**config.mk**
```make
export PLATFORM = sky130hd
export DESIGN_NAME = mips_main_controller_flat
export DESIGN_NICKNAME = d
export VERILOG_FILES = /design/src/rtl/mips_main_controller_if.sv /design/src/rtl/mips_main_controller.sv /design/src/flat_wrapper.sv
export SDC_FILE = /design/constraint.sdc
export NUM_CORES = 1
export LEC_CHECK = 0
export ABC_AREA = 1
export BUFFER_PORTS_ARGS = -buffer_cell sky130_fd_sc_hd__clkbuf_2
export CAP_MARGIN = 5
export CORE_MARGIN = 2
export CORE_UTILIZATION = 38
export CTS_CLUSTER_SIZE = 24
export DETAILED_ROUTE_END_ITERATION = 7
export GPL_TIMING_DRIVEN = 0
export PLACE_DENSITY = 0.74
export SLEW_MARGIN = 20
export SYNTH_ARGS = -nofsm -noshare
export SYNTH_HDL_FRONTEND = slang
export SYNTH_SLANG_ARGS = --single-unit
```
**constraint.sdc**
```tcl
create_clock -name clk -period 0.95 [get_ports clk]
set_clock_uncertainty 0.05 [all_clocks]
set_input_delay 0 -clock clk [delete_from_list [all_inputs] [get_ports clk]]
set_output_delay 0 -clock clk [all_outputs]
set_load 0.02 [all_outputs]
```
**src/rtl/mips_main_controller_if.sv**
```systemverilog
// Bundle between the multicycle MIPS datapath and its main controller:
// instruction fields and ALU zero flag in, datapath control strobes out.
interface mips_main_controller_if;
    logic [5:0] op;
    logic [5:0] funct;
    logic       zero;
    logic [2:0] alu_ctrl;
    logic       alu_src_a;
    logic [1:0] alu_src_b;
    logic [1:0] pc_src;
    logic       pc_en;
    logic       iord;
    logic       mem_write;
    logic       ir_write;
    logic       reg_write;
    logic       reg_dst;
    logic       mem_to_reg;
    logic [3:0] state;

    modport master (
        output op, funct, zero,
        input  alu_ctrl, alu_src_a, alu_src_b, pc_src, pc_en, iord,
               mem_write, ir_write, reg_write, reg_dst, mem_to_reg, state
    );

    modport slave (
        input  op, funct, zero,
        output alu_ctrl, alu_src_a, alu_src_b, pc_src, pc_en, iord,
               mem_write, ir_write, reg_write, reg_dst, mem_to_reg, state
    );
endinterface

```
**src/rtl/mips_main_controller.sv**
```systemverilog
// Multicycle MIPS main controller: Moore FSM sequencing fetch/decode/execute,
// with pc_en the only output that also looks at the live ALU zero flag.
module mips_main_controller (
    input  logic                          clk,
    input  logic                          rst_n,
    mips_main_controller_if.slave         bus
);
    typedef enum logic [3:0] {
        S_FETCH  = 4'd0,
        S_DECODE = 4'd1,
        S_MEMADR = 4'd2,
        S_MEMRD  = 4'd3,
        S_MEMWB  = 4'd4,
        S_MEMWR  = 4'd5,
        S_RTEX   = 4'd6,
        S_RTWB   = 4'd7,
        S_BEQEX  = 4'd8,
        S_ADDIEX = 4'd9,
        S_ADDIWB = 4'd10,
        S_JEX    = 4'd11
    } state_t;

    localparam logic [5:0] OP_RTYPE = 6'b000000;
    localparam logic [5:0] OP_LW    = 6'b100011;
    localparam logic [5:0] OP_SW    = 6'b101011;
    localparam logic [5:0] OP_BEQ   = 6'b000100;
    localparam logic [5:0] OP_ADDI  = 6'b001000;
    localparam logic [5:0] OP_J     = 6'b000010;

    localparam logic [2:0] ALU_AND = 3'b000;
    localparam logic [2:0] ALU_OR  = 3'b001;
    localparam logic [2:0] ALU_ADD = 3'b010;
    localparam logic [2:0] ALU_SUB = 3'b110;
    localparam logic [2:0] ALU_NOR = 3'b100;
    localparam logic [2:0] ALU_SLT = 3'b111;

    // Unrecognised funct codes fall back to add so the datapath stays benign.
    function automatic logic [2:0] decode_funct(input logic [5:0] funct);
        logic [2:0] res;
        case (funct)
            6'b100000: res = ALU_ADD;
            6'b100010: res = ALU_SUB;
            6'b100100: res = ALU_AND;
            6'b100101: res = ALU_OR;
            6'b100111: res = ALU_NOR;
            6'b101010: res = ALU_SLT;
            default:   res = ALU_ADD;
        endcase
        return res;
    endfunction

    state_t     r_state;
    state_t     w_next;
    logic [2:0] w_alu_ctrl;
    logic       w_alu_src_a;
    logic [1:0] w_alu_src_b;
    logic [1:0] w_pc_src;
    logic       w_pc_write;
    logic       w_branch;
    logic       w_iord;
    logic       w_mem_write;
    logic       w_ir_write;
    logic       w_reg_write;
    logic       w_reg_dst;
    logic       w_mem_to_reg;

    // State register.
    always_ff @(posedge clk or negedge rst_n) begin
        if (!rst_n) begin
            r_state <= S_FETCH;
        end else begin
            r_state <= w_next;
        end
    end

    // Next-state logic; unused encodings recover to FETCH.
    always_comb begin
        w_next = S_FETCH;
        case (r_state)
            S_FETCH:  w_next = S_DECODE;
            S_DECODE: begin
                case (bus.op)
                    OP_LW, OP_SW: w_next = S_MEMADR;
                    OP_RTYPE:     w_next = S_RTEX;
                    OP_BEQ:       w_next = S_BEQEX;
                    OP_ADDI:      w_next = S_ADDIEX;
                    OP_J:         w_next = S_JEX;
                    default:      w_next = S_FETCH;
                endcase
            end
            S_MEMADR: begin
                if (bus.op == OP_LW) begin
                    w_next = S_MEMRD;
                end else begin
                    w_next = S_MEMWR;
                end
            end
            S_MEMRD:  w_next = S_MEMWB;
            S_RTEX:   w_next = S_RTWB;
            S_ADDIEX: w_next = S_ADDIWB;
            default:  w_next = S_FETCH;
        endcase
    end

    // Moore output decode from the current state.
    always_comb begin
        w_alu_ctrl   = ALU_ADD;
        w_alu_src_a  = 1'b0;
        w_alu_src_b  = 2'b00;
        w_pc_src     = 2'b00;
        w_pc_write   = 1'b0;
        w_branch     = 1'b0;
        w_iord       = 1'b0;
        w_mem_write  = 1'b0;
        w_ir_write   = 1'b0;
        w_reg_write  = 1'b0;
        w_reg_dst    = 1'b0;
        w_mem_to_reg = 1'b0;
        case (r_state)
            S_FETCH: begin
                w_ir_write  = 1'b1;
                w_pc_write  = 1'b1;
                w_alu_src_b = 2'b01;
            end
            S_DECODE: w_alu_src_b = 2'b11;
            S_MEMADR, S_ADDIEX: begin
                w_alu_src_a = 1'b1;
                w_alu_src_b = 2'b10;
            end
            S_MEMRD: w_iord = 1'b1;
            S_MEMWB: begin
                w_reg_write  = 1'b1;
                w_mem_to_reg = 1'b1;
            end
            S_MEMWR: begin
                w_iord      = 1'b1;
                w_mem_write = 1'b1;
            end
            S_RTEX: begin
                w_alu_src_a = 1'b1;
                w_alu_ctrl  = decode_funct(bus.funct);
            end
            S_RTWB: begin
                w_reg_write = 1'b1;
                w_reg_dst   = 1'b1;
            end
            S_BEQEX: begin
                w_alu_src_a = 1'b1;
                w_alu_ctrl  = ALU_SUB;
                w_pc_src    = 2'b01;
                w_branch    = 1'b1;
            end
            S_ADDIWB: w_reg_write = 1'b1;
            S_JEX: begin
                w_pc_write = 1'b1;
                w_pc_src   = 2'b10;
            end
            default: w_alu_ctrl = ALU_ADD;
        endcase
    end

    // Write enables are gated by rst_n so nothing commits while reset is held.
    assign bus.pc_en      = rst_n & (w_pc_write | (w_branch & bus.zero));
    assign bus.ir_write   = rst_n & w_ir_write;
    assign bus.mem_write  = rst_n & w_mem_write;
    assign bus.reg_write  = rst_n & w_reg_write;
    assign bus.alu_ctrl   = w_alu_ctrl;
    assign bus.alu_src_a  = w_alu_src_a;
    assign bus.alu_src_b  = w_alu_src_b;
    assign bus.pc_src     = w_pc_src;
    assign bus.iord       = w_iord;
    assign bus.reg_dst    = w_reg_dst;
    assign bus.mem_to_reg = w_mem_to_reg;
    assign bus.state      = r_state;
endmodule

```
**src/flat_wrapper.sv**
```systemverilog
// flat-port wrapper written by rule: the top's interface ports become plain ports
module mips_main_controller_flat 
  (clk, rst_n, bus_op, bus_funct, bus_zero, bus_alu_ctrl, bus_alu_src_a, bus_alu_src_b, bus_pc_src, bus_pc_en, bus_iord, bus_mem_write, bus_ir_write, bus_reg_write, bus_reg_dst, bus_mem_to_reg, bus_state);
  mips_main_controller_if bus_i ();
  input  logic clk;
  input  logic rst_n;
  input wire logic [$bits(bus_i.op)-1:0] bus_op;
  input wire logic [$bits(bus_i.funct)-1:0] bus_funct;
  input wire logic [$bits(bus_i.zero)-1:0] bus_zero;
  output wire logic [$bits(bus_i.alu_ctrl)-1:0] bus_alu_ctrl;
  output wire logic [$bits(bus_i.alu_src_a)-1:0] bus_alu_src_a;
  output wire logic [$bits(bus_i.alu_src_b)-1:0] bus_alu_src_b;
  output wire logic [$bits(bus_i.pc_src)-1:0] bus_pc_src;
  output wire logic [$bits(bus_i.pc_en)-1:0] bus_pc_en;
  output wire logic [$bits(bus_i.iord)-1:0] bus_iord;
  output wire logic [$bits(bus_i.mem_write)-1:0] bus_mem_write;
  output wire logic [$bits(bus_i.ir_write)-1:0] bus_ir_write;
  output wire logic [$bits(bus_i.reg_write)-1:0] bus_reg_write;
  output wire logic [$bits(bus_i.reg_dst)-1:0] bus_reg_dst;
  output wire logic [$bits(bus_i.mem_to_reg)-1:0] bus_mem_to_reg;
  output wire logic [$bits(bus_i.state)-1:0] bus_state;
  assign bus_i.op = bus_op;
  assign bus_i.funct = bus_funct;
  assign bus_i.zero = bus_zero;
  assign bus_alu_ctrl = bus_i.alu_ctrl;
  assign bus_alu_src_a = bus_i.alu_src_a;
  assign bus_alu_src_b = bus_i.alu_src_b;
  assign bus_pc_src = bus_i.pc_src;
  assign bus_pc_en = bus_i.pc_en;
  assign bus_iord = bus_i.iord;
  assign bus_mem_write = bus_i.mem_write;
  assign bus_ir_write = bus_i.ir_write;
  assign bus_reg_write = bus_i.reg_write;
  assign bus_reg_dst = bus_i.reg_dst;
  assign bus_mem_to_reg = bus_i.mem_to_reg;
  assign bus_state = bus_i.state;
  mips_main_controller u_core (.clk(clk), .rst_n(rst_n), .bus(bus_i));
endmodule
```
# Word level (Yosys, flattened, before mapping)
# Index checks and enable logic that the tools add are counted.
# classes
add_sub_neg	0
n_mul	0
div	0
n_lt_le_gt_ge	0
eq_ne	21
shifts	0
muxes	16
bitwise	6
n_reduce_logical	8
# ops
op	n
equality test 6 bit (second input constant)	7
one-hot mux 4 bit (6 select lines)	1
one-hot mux 4 bit (5 select lines)	1
equality test 4 x 3 -> 1 bit (second input constant)	4
equality test 4 bit (second input constant)	4
one-hot mux 3 bit (5 select lines)	1
2-to-1 mux 1 bit	9
equality test 4 x 2 -> 1 bit (second input constant)	2
OR reduction 2 bit	4
equality test 6 x 2 -> 1 bit (second input constant)	1
equality test 6 x 3 -> 1 bit (second input constant)	1
equality test 6 x 4 -> 1 bit (second input constant)	1
zero test 6 bit	1
one-hot mux 2 bit (3 select lines)	1
one-hot mux 3 bit (2 select lines)	1
AND 1 bit	5
equality test 4 x 1 -> 1 bit (second input constant)	1
zero test 4 bit	1
one-hot mux 2 bit (2 select lines)	1
OR reduction 4 bit	1
2-to-1 mux 3 bit	1
OR reduction 3 bit	1
bitwise OR 1 bit	1
# totals
register_bits	4
latch_bits	0
mem_bits_rw	0
mem_bits_ro	0
inputBits	15
output_inout_bits	19
n_memories	0

# Longest topological paths before layout
# depth
depth_word	5
mapped_depth	7

# Worst setup path before layout
# No wires, ideal clock.
# synth_timing
path_type	register -> output
start	register u_core.r_state[3] (netlist: u_core.bus.state[3])
end	output bus_iord
arrival_ps	1268
required_ps	900
setup_slack_ps	-368
path_stages_with_launch	4
n_path_buf	0
cell_sequence	dfrtp_1 nor2_2 inv_2 o21ai_0
# synth_between
elab_chain_cells	3
word_cells_on_any_way	4
# synth_rtl
element	line	text
from (decl)	mips_main_controller.sv:52	state_t r_state;
from (signal assigned)	mips_main_controller.sv:72	r_state <= w_next;
equality test 4 x 3 -> 1 bit or equality test 4 x 2 -> 1 bit (tied branches)	mips_main_controller.sv:119	case (r_state)
OR reduction 2 bit (no source line) *	--	
2-to-1 mux 1 bit *	mips_main_controller.sv:119	
to (decl)	flat_wrapper.sv:15	output wire logic [$bits(bus_i.iord)-1:0] bus_iord;
# Every way passes the cells marked *; elsewhere a longest branch is shown, timed or not.

# Worst setup path in the final report
# layout_timing
start	register u_core.r_state[3] (netlist: u_core.bus.state[3])
end	output bus_pc_en
# layout_between
elab_chain_cells	5
word_cells_on_any_way	9
# layout_rtl
element	line	text
equality test 4 bit or zero test 4 bit (tied branches)	mips_main_controller.sv:119	
OR reduction 2 bit (no source line) or 2-to-1 mux 1 bit (tied branches)	--	
2-to-1 mux 1 bit or AND 1 bit (tied branches)	mips_main_controller.sv:119, mips_main_controller.sv:163	
bitwise OR 1 bit *	mips_main_controller.sv:163	assign bus.pc_en = rst_n & (w_pc_write | (w_branch & bus.zero));
AND 1 bit *	mips_main_controller.sv:163	
to (decl)	flat_wrapper.sv:14	output wire logic [$bits(bus_i.pc_en)-1:0] bus_pc_en;
# Marks and branches as above.

==> reports/results.ini <==
[clocking]
numCtsBuffers = 3
cts_sinks = 4
cts_buffer_depth = 2
cts-root-buf = clkbuf_4
cts_tree = yes
htree_levels = 1
clkLatencyLatePin_ns = 0.23
clk_pin_slew_worst_paths_ns = 0.04

[power]
swShare = 0.514
power_density_nw_per_um2 = 1690
irDropWorstVdd_mv = 1.07
p_leak_nw = 0.653
p_clk_frac = 0.112
p_sw_w = 0.000975
comb_power_share = 0.706
seqPwrFrac = 0.183
p_int_w = 0.000923

[grt]
grt_pass1_wl_um = 2960
grt_start_max_net_pins = 7
grt_pass1_vias = 758
grt_usage = 0.207
overflow = 0
grt_antenna_before_repair = 0

[detailed_routing]
avgViaCountPerCell = 4.97
drt_wl_total_um = 2260
drc = 0
vias = 884
drt_first_pass_iters = 4
wire_per_inst_um = 12.7
drt_iter0_drc = 13
antenna_left = 0

[timing]
setup_viol = 21
post-route-period-util = 1.54
finalHoldViolations = 0
grt_setup_unrepaired = true
timing.fmax_mhz = 682
setup_ws_ns = -0.516
slew_violations = 0
period_needed_ns = 1.47
tightest_slew_ns = 0.302
maxSlewHeadroom = 0.798

[cells_and_area]
final_area_sq_um = 1120
largest_reg_flops = 4
antenna_cells = 0
area_delta_synth_final_pct = 95.4
nets = 179
layout-drive-gt1-share = 0.562
utilization = 0.774

[worst_setup_path]
timing.rr.start = u_core.bus.state[3]
r2r_cells = 6
ff2ff_setup_slack_ns = -0.41
cp.required_ns = 0.90
path_max_fanout = 5
arrival_ns = 1.42
crit_type = reg -> out
end_kind = primary output
critPathLaunchType = register
r2r_end = u_core.bus.state[2]

[floorplan]
row_count = 14
die-area_sq_um = 1840
num_io_pins = 34
core_sq_um = 1450
initial_core_util = 0.396
die_h_um = 42.9
fp.dieW_um = 42.9

[job]
cap_viol_max_count = 0

[yosys]
synth_area_leaders = nand2_1, dfrtp_1, nor2_1, inv_1, nand3_1
synth.most_common_cell = nand2_1
yosys.area.top_type = nand2_1
synth_fp_nets = 133
postSynthAreaPerCell_sq_um = 4.88
synthSimpleGateAreaFrac = 0.598
synth-compound-area-share = 0.0522
synth_top_family_by_area = simple AND/OR/NAND/NOR gates
synth_top_area_share = 0.228
synth.distinct_cells = 14
synth_edf_count = 0
muxShareOfSynthArea = 0
synthXorXnorAreaFrac = 0
synthAdderAreaFrac = 0
netlist_instances = 118
synthArstFlopShare = 1.00
ys_ff_latch = 4
yosys_warnings = 0
synth_common_cells = nand2_1, nor2_1, inv_1, nand3_1, inv_2
ys.flop_type = dfrtp_1
synth_area_sq_um = 576
synth_seq_area_share = 0.174

[placed_design]
dp_hpwl_um = 1280
place.gp.congestion = 0.780
numPortBuffers = 33
place_area_sq_um = 822

[outcome]
violations = setup timing
status = finished, violations left

[hold_path]
holdCritPathClass = in -> reg
hold_path_depth = 4
min_to = u_core.bus.state[2]
min_from = bus_op[4]

[routing by layer]
metal	vias to the layer above	GRT usage	routed length, um
li1	443	-	-
met1	404	0.237	963
met2	31	0.394	1170
met3	6	0.0255	89
met4	0	0.0563	44
met5	-	0	0
[power groups by stage]
stage / Combinational [W] / Clock [W] / Sequential (W)
3_3_place_gp: 0.000914 / 0 / 0.000308
2_1_floorplan: 0.000613 / 0 / 0.000349
4_1_cts: 0.00113 / 0.000206 / 0.000310
5_1_grt: 0.00143 / 0.000216 / 0.000356
3_5_place_dp: 0.000919 / 0 / 0.000310
6_report: 0.00134 / 0.000212 / 0.000347
[final cells by class]
class / count / area, sq um
tap: 16 / 20.0
sequential: 4 / 105
multi-input combinational: 87 / 507
clock buffer: 3 / 22.5
fill: 90 / 329
inverter: 27 / 114
timing repair buffer: 41 / 357
[cells in the final DEF, fill, tap and decap left out, types with 6 or more instances in the layout]
cell | netlist | final
nand2_1 | 35 | 22
clkbuf_2 | 0 | 16
inv_1 | 21 | 14
buf_8 | 0 | 6
inv_2 | 5 | 9
buf_4 | 0 | 7
nand2_2 | 1 | 11
nand3_1 | 11 | 9
nor2_4 | 0 | 8
nor2_1 | 26 | 18
[stage by stage]
step                      total power, W  hold slack [ns]  cells  TNS [ns]  worst slack [ns]
final                            0.00190            0.108    178     -7.72            -0.516
after global routing             0.00200            0.167    178     -8.75            -0.557
after CTS                        0.00165           0.0952    174     -6.79            -0.474
after detailed placement         0.00123           -0.225    167     -2.62            -0.239
after global placement           0.00122           -0.227    167     -2.40            -0.226
after floorplan                 0.000962           -0.346    118     -1.55            -0.182
[what timing repair did]
| item | in CTS | in global routing |
|---|---|---|
| endpoints found under the hold margin | 4 | 0 |
| setup buffers | 3 | 4 |
| endpoints found under the setup margin | 19 | 20 |
| resized for setup | 38 | 37 |
| pin swaps | 6 | 12 |
| hold buffers | 1 | 0 |
[critical path, stage by stage, from the launching register on]
cell,delay (ns)
dfrtp_2,0.48
nor2_4,0.21
nand2_2,0.09
nand2_1,0.09
nor2_2,0.05
nor2_2,0.12
clkbuf_8,0.15
[how the worst max path moves through the flow]
stage | cells past startpoint | start | to | slack (ns)
floorplan | 7 | u_core.bus.state[2] | bus_pc_en | -0.18
global placement | 6 | u_core.bus.state[3] | bus_alu_src_a | -0.23
detailed placement | 8 | u_core.bus.state[2] | bus_pc_en | -0.24
CTS | 7 | u_core.bus.state[0] | bus_alu_ctrl[1] | -0.47
global route | 6 | u_core.bus.state[3] | bus_pc_en | -0.56
finish | 6 | u_core.bus.state[3] | bus_pc_en | -0.52
[kinds of logic after synthesis]
| group | count (synthesis) |
|---|---|
| simple gates | 81 |
| buf+inv | 27 |
| flops | 4 |
| compound gates | 6 |
Power figures use the tool's default switching activity.
